File: src/rtl/pll_spi_master.sv
// SPI mode-0 initiator for the PLL digital core configuration port.
// Each packet is {ctrl, data}, sent MSB first. miso is captured into a
// readback word that is published in the cycle ss returns high.
//
// Ports
//   clk      system clock
//   rst      synchronous reset, active high
//   start    packet request, only looked at while idle
//   ctrl     control field, packet bits [DATA_WIDTH-1 -: 4]
//   data     data field, packet bits [DATA_WIDTH-5:0]
//   busy     high from packet acceptance until the FSM is idle again
//   done     one-cycle pulse in the cycle ss returns high
//   rx_data  miso bits captured during the last completed packet
//   sclk     SPI clock, idles low
//   ss       slave select, active low
//   mosi     serial data to the slave
//   miso     serial data from the slave
//
// state | meaning
// IDLE  | waiting for start; ss high, sclk low
// SETUP | ss low, first bit on mosi, sclk held low
// SHIFT | sclk toggling every CLK_DIV cycles; rx on fall, tx on fall
// HOLD  | ss still low after the last sclk low half-period
// GAP   | ss high, busy high, enforces the inter-packet gap

module pll_spi_master #(
   parameter int CLK_DIV    = 2,
   parameter int SETUP_CYC  = 2,
   parameter int HOLD_CYC   = 2,
   parameter int GAP_CYC    = 4,
   parameter int DATA_WIDTH = 16
) (
   input  logic                  clk,
   input  logic                  rst,
   input  logic                  start,
   input  logic [3:0]            ctrl,
   input  logic [DATA_WIDTH-5:0] data,
   output logic                  busy,
   output logic                  done,
   output logic [DATA_WIDTH-1:0] rx_data,
   output logic                  sclk,
   output logic                  ss,
   output logic                  mosi,
   input  logic                  miso
);

   localparam int MAX_A   = (CLK_DIV > SETUP_CYC) ? CLK_DIV : SETUP_CYC;
   localparam int MAX_B   = (HOLD_CYC > GAP_CYC) ? HOLD_CYC : GAP_CYC;
   localparam int CNT_MAX = (MAX_A > MAX_B) ? MAX_A : MAX_B;
   localparam int CNT_W   = (CNT_MAX > 1) ? $clog2(CNT_MAX + 1) : 1;
   localparam int BIT_W   = $clog2(DATA_WIDTH + 1);

   localparam logic [CNT_W-1:0] CNT_ONE  = CNT_W'(1);
   localparam logic [CNT_W-1:0] SETUP_LD = CNT_W'(SETUP_CYC - 1);
   localparam logic [CNT_W-1:0] HALF_LD  = CNT_W'(CLK_DIV - 1);
   localparam logic [CNT_W-1:0] HOLD_LD  = CNT_W'(HOLD_CYC - 1);
   localparam logic [CNT_W-1:0] GAP_LD   = CNT_W'(GAP_CYC - 1);
   localparam logic [BIT_W-1:0] BIT_ONE  = BIT_W'(1);
   localparam logic [BIT_W-1:0] LAST_BIT = BIT_W'(DATA_WIDTH - 1);
   localparam logic [BIT_W-1:0] ALL_BITS = BIT_W'(DATA_WIDTH);

   typedef enum logic [2:0] {
      ST_IDLE,
      ST_SETUP,
      ST_SHIFT,
      ST_HOLD,
      ST_GAP
   } state_t;

   state_t                state, state_n;
   logic [CNT_W-1:0]      cnt, cnt_n;
   logic [BIT_W-1:0]      bit_cnt, bit_cnt_n;
   logic [DATA_WIDTH-1:0] tx_shift, tx_shift_n;
   logic [DATA_WIDTH-1:0] rx_shift, rx_shift_n;
   logic [DATA_WIDTH-1:0] rx_data_n;
   logic                  busy_n, done_n, sclk_n, ss_n, mosi_n;

   always_ff @(posedge clk) begin
      if (rst) begin
         state    <= ST_IDLE;
         cnt      <= '0;
         bit_cnt  <= '0;
         tx_shift <= '0;
         rx_shift <= '0;
         rx_data  <= '0;
         busy     <= 1'b0;
         done     <= 1'b0;
         sclk     <= 1'b0;
         ss       <= 1'b1;
         mosi     <= 1'b0;
      end else begin
         state    <= state_n;
         cnt      <= cnt_n;
         bit_cnt  <= bit_cnt_n;
         tx_shift <= tx_shift_n;
         rx_shift <= rx_shift_n;
         rx_data  <= rx_data_n;
         busy     <= busy_n;
         done     <= done_n;
         sclk     <= sclk_n;
         ss       <= ss_n;
         mosi     <= mosi_n;
      end
   end

   // Every output is computed here as a next value and registered above.
   // The final sclk low half-period stays inside SHIFT, so ss low spans
   // SETUP_CYC + 2*DATA_WIDTH*CLK_DIV + HOLD_CYC cycles.
   always_comb begin
      state_n    = state;
      cnt_n      = cnt;
      bit_cnt_n  = bit_cnt;
      tx_shift_n = tx_shift;
      rx_shift_n = rx_shift;
      rx_data_n  = rx_data;
      busy_n     = busy;
      done_n     = 1'b0;
      sclk_n     = sclk;
      ss_n       = ss;
      mosi_n     = mosi;

      unique case (state)
         ST_IDLE: begin
            if (start) begin
               tx_shift_n = {ctrl, data};
               rx_shift_n = '0;
               bit_cnt_n  = '0;
               mosi_n     = ctrl[3];
               ss_n       = 1'b0;
               busy_n     = 1'b1;
               cnt_n      = SETUP_LD;
               state_n    = ST_SETUP;
            end
         end

         ST_SETUP: begin
            if (cnt == '0) begin
               sclk_n  = 1'b1;
               cnt_n   = HALF_LD;
               state_n = ST_SHIFT;
            end else begin
               cnt_n = cnt - CNT_ONE;
            end
         end

         ST_SHIFT: begin
            if (cnt == '0) begin
               cnt_n = HALF_LD;
               if (sclk) begin
                  sclk_n     = 1'b0;
                  rx_shift_n = {rx_shift[DATA_WIDTH-2:0], miso};
                  bit_cnt_n  = bit_cnt + BIT_ONE;
                  tx_shift_n = {tx_shift[DATA_WIDTH-2:0], 1'b0};
                  mosi_n     = (bit_cnt == LAST_BIT) ? 1'b0 : tx_shift[DATA_WIDTH-2];
               end else if (bit_cnt == ALL_BITS) begin
                  cnt_n   = HOLD_LD;
                  state_n = ST_HOLD;
               end else begin
                  sclk_n = 1'b1;
               end
            end else begin
               cnt_n = cnt - CNT_ONE;
            end
         end

         ST_HOLD: begin
            if (cnt == '0) begin
               ss_n      = 1'b1;
               rx_data_n = rx_shift;
               done_n    = 1'b1;
               cnt_n     = GAP_LD;
               state_n   = ST_GAP;
            end else begin
               cnt_n = cnt - CNT_ONE;
            end
         end

         ST_GAP: begin
            if (cnt == '0) begin
               busy_n  = 1'b0;
               state_n = ST_IDLE;
            end else begin
               cnt_n = cnt - CNT_ONE;
            end
         end

         default: begin
            state_n = ST_IDLE;
         end
      endcase
   end

endmodule

File: config.mk
export PLATFORM = sky130hd
export DESIGN_NAME = pll_spi_master
export DESIGN_NICKNAME = d
export VERILOG_FILES = /design/src/rtl/pll_spi_master.sv
export SDC_FILE = /design/constraint.sdc
export NUM_CORES = 1
export LEC_CHECK = 0
export BUFFER_PORTS_ARGS = -buffer_cell sky130_fd_sc_hd__buf_2
export CAP_MARGIN = 25
export CORE_MARGIN = 3
export CORE_UTILIZATION = 30
export CTS_CLUSTER_DIAMETER = 30
export DETAILED_ROUTE_END_ITERATION = 6
export MAX_ROUTING_LAYER = met4
export PLACE_DENSITY = 0.5
export SYNTH_ARGS = -nofsm -noshare
export SYNTH_HDL_FRONTEND = slang
export SYNTH_SLANG_ARGS = --single-unit
export TNS_END_PERCENT = 50
File: constraint.sdc
create_clock -name clk -period 2.8 [get_ports clk]
set_clock_uncertainty 0.05 [all_clocks]
set_input_delay 0.56 -clock clk [delete_from_list [all_inputs] [get_ports clk]]
set_output_delay 0.56 -clock clk [all_outputs]
set_load 0.01 [all_outputs]
==> run_results.csv <==
group,metric,value,unit
critical_path,cp-end-kind,"flop",
critical_path,path_cells,"inv_1, ha_1, nor2b_2, nand3_2, nor3b_4, a22o_1",
timing,worstMarginPinSlew,0.6838,ns
floorplan,row_count,34,
timing,min_period,2.210,ns
timing,rsz0062_at_grt,"false",
outcome,run_status,"finished, final reports clean",
place,portBuffers,40,
global_route,antenna_found_initial,0,
clocking,clkTransAtPathRegs,0.07,ns
critical_path,required,3.02,ns
global_route,grt_pass1_vias,2059,
yosys,synth_compound_area_share,21.00,%
power_and_ir_drop,p_per_area,711.4,nW/um2
clocking,root_buffer,"clkbuf_8",
floorplan,coreArea,8806,um2
critical_path,critPathTopFamily,"simple AND/OR/NAND/NOR gates",
flow_run,drv_cap,0,
power_and_ir_drop,total_power,2.261,mW
routing,drt_iter0_drc,45,
timing,final_hold_viol_count,0,
critical_path,crit_path_max_fanout,17,
yosys,syn_area,2735,um2
critical_path,cp_num_cells,6,
final_layout,mostFrequentLayoutCells,"dfxtp_1 (63), nand2_1 (40), buf_2 (40)",
final_layout,syn2layout_area_growth,16.19,%
clocking,insertion_delay,0.33,ns
yosys,ys_seq_elements,63,
timing,setup_viol,0,
yosys,synth_cell_types,45,
floorplan,die_w,101.5,um
power_and_ir_drop,ir_worst_vdd,0.0002370,V
yosys,ys_warn_count,0,
routing,via_per_inst,4.809,
yosys,synthCells,286,
clocking,cts_hold_buffers,0,
routing,route.detailed.drc,0,
yosys,synthMuxAreaShare,5.124,%
final_layout,final_common_cell,"dfxtp_1",
place,hpwl,3798,um
routing,ant_nets,0,
yosys,syn_avg_cell_area,9.563,um2
global_route,grt_pass1_wl,9508,um
timing,period_share,78.94,%
clocking,cts_made_buffers,9,
final_layout,drive_gt1_share,25.46,%
critical_path,crit_path_top_delay_cell,"nor3b_4",
yosys,yosys_most_used_dff,"dfxtp_1",
yosys,synth_edf_count,0,
yosys,synth-adder-area-share,2.287,%
floorplan,die_h,101.5,um
final_layout,nNetsFinal,346,
clocking,htreeDepth,3,
clocking,cts_sinks,63,
timing,final_max_slew_viol_count,0,
routing,vias,2087,
worst_hold_path,min_path_type,"input pin to flop",
yosys,synth_top_family_by_area,"compound AO/OA/AOI/OAI gates",
critical_path,startpoint_type,"flop",
clocking,clk_path_buf_depth,2,
timing,relSlewSlack,54.37,%
clocking,post_cts_buffers,0,
critical_path,crit_buf_inv,1,
global_route,overflow,0,
routing,wl_per_cell,13.02,um
timing,clock.fmax,452.4,MHz
floorplan,ios,41,
routing,firstDrtPassIters,4,
critical_path,cp_slowest_stage_delay,0.61,ns
worst_hold_path,min_path_cells,2,
critical_path,path_class,"flop to flop",
yosys,yosys.area_share.simple,17.84,%
critical_path,rr_worst_depth,6,
yosys,synth.yosys.seq_area_share,46.11,%
yosys,synth_xor_area_share,1.601,%
critical_path,crit_arrival,2.44,ns
global_route,grt_max_degree,24,
yosys,synthArstFlopShare,0,%
global_route,grtUsageTotal,11.97,%
floorplan,start_util,31.06,%
floorplan,die_area,10300,um2
power_and_ir_drop,p_leak,1.218,nW
clocking,tritoncts,"yes",
place,gp_congestion,0.7431,
yosys,syn_nets,311,
clocking,cts_resized,0,
timing,tns,0,ns
routing,drt_wl_total,5652,um
final_layout,antenna_cells,0,
==> area by class of cell <==
type	count	area [um2]
Tap cell	108	135.1
Timing Repair Buffer	45	250.2
Sequential cell	63	1261
Clock buffer	9	123.9
Multi-Input combinational cell	195	1309
Fill cell	923	5628
Inverter	7	26.28
Clock inverter	7	72.57
==> routing by layer <==
layer / global-route usage, % / wire length, um / vias to the layer above
met2: 17.66 / 2562 / 37
met1: 15.38 / 2777 / 966
met4: 5.828 / 107 / 0
li1: - / - / 1073
met3: 2.755 / 205 / 11
met5: - / 0 / -
==> stage by stage <==
step	hold WS (ns)	cells	utilization [%]	worst slack, ns	cell area [um2]
after global routing	0.3762	434	36.09	0.3541	3178
after global placement	0.3930	418	33.86	0.6946	2982
final	0.3860	434	36.09	0.5897	3178
after floorplan	0.3821	286	-	1.108	2735
after detailed placement	0.3932	418	33.86	0.5958	2982
after CTS	0.3691	434	36.09	0.5808	3178
==> final timing paths <==
| check | startpoint | slack, ns | to |
|---|---|---|---|
| worst min register to register | rx_data[11]$_SDFFE_PP0P_ | 0.40 | rx_data[11]$_SDFFE_PP0P_ |
| worst min-delay path | miso | 0.39 | rx_shift[0]$_SDFFE_PP0P_ |
| worst max register to register | cnt[0]$_SDFFE_PP0P_ | 0.59 | rx_shift[15]$_SDFFE_PP0P_ |
| worst max-delay path | cnt[0]$_SDFFE_PP0P_ | 0.59 | rx_shift[15]$_SDFFE_PP0P_ |
==> flip-flops by register name, indices dropped and copies added (netlist names) <==
register  flops
done          1
mosi          1
state         3
rx_shift     16
sclk          1
tx_shift     15
rx_data      16
cnt           3
bit_cnt       5
ss            1
busy          1
==> synthesized netlist by cell type (2+ instances only) <==
library cell	instances	area, um2
buf_4	2	15.01
a211oi_1	6	45.04
nand3_1	2	10.01
xnor2_1	4	35.03
a21oi_1	20	100.1
nor2_1	31	116.4
mux2i_1	14	140.1
a211oi_2	13	162.7
nand2b_1	5	31.28
dfxtp_1	63	1261
buf_6	6	67.56
a31oi_1	4	25.02
a22o_1	17	148.9
ha_1	5	62.56
o21ai_0	3	15.01
nor3_1	5	25.02
nand2_1	40	150.1
a2111oi_0	2	17.52
a311oi_1	2	17.52
clkbuf_1	7	26.28
buf_2	5	25.02
inv_1	7	26.28
==> kinds of logic (layout without fill, tap and decap cells) <==
group,count (synthesis),after routing
AOI/OAI and AO/OA,71,71
adders and majority gates,5,5
xor gates and xnor gates,5,5
DFF,63,63
muxes,14,14
buffers and inverters,28,68
and+or+nand+nor,100,100
==> power by group <==
part	switching [mW]	total [mW]	internal [mW]
combinational	0.271	0.462	0.191
sequential	0.0514	1.01	0.962
clock	0.374	0.786	0.412
total	0.696	2.26	1.56
Power figures use the tool's default switching activity.
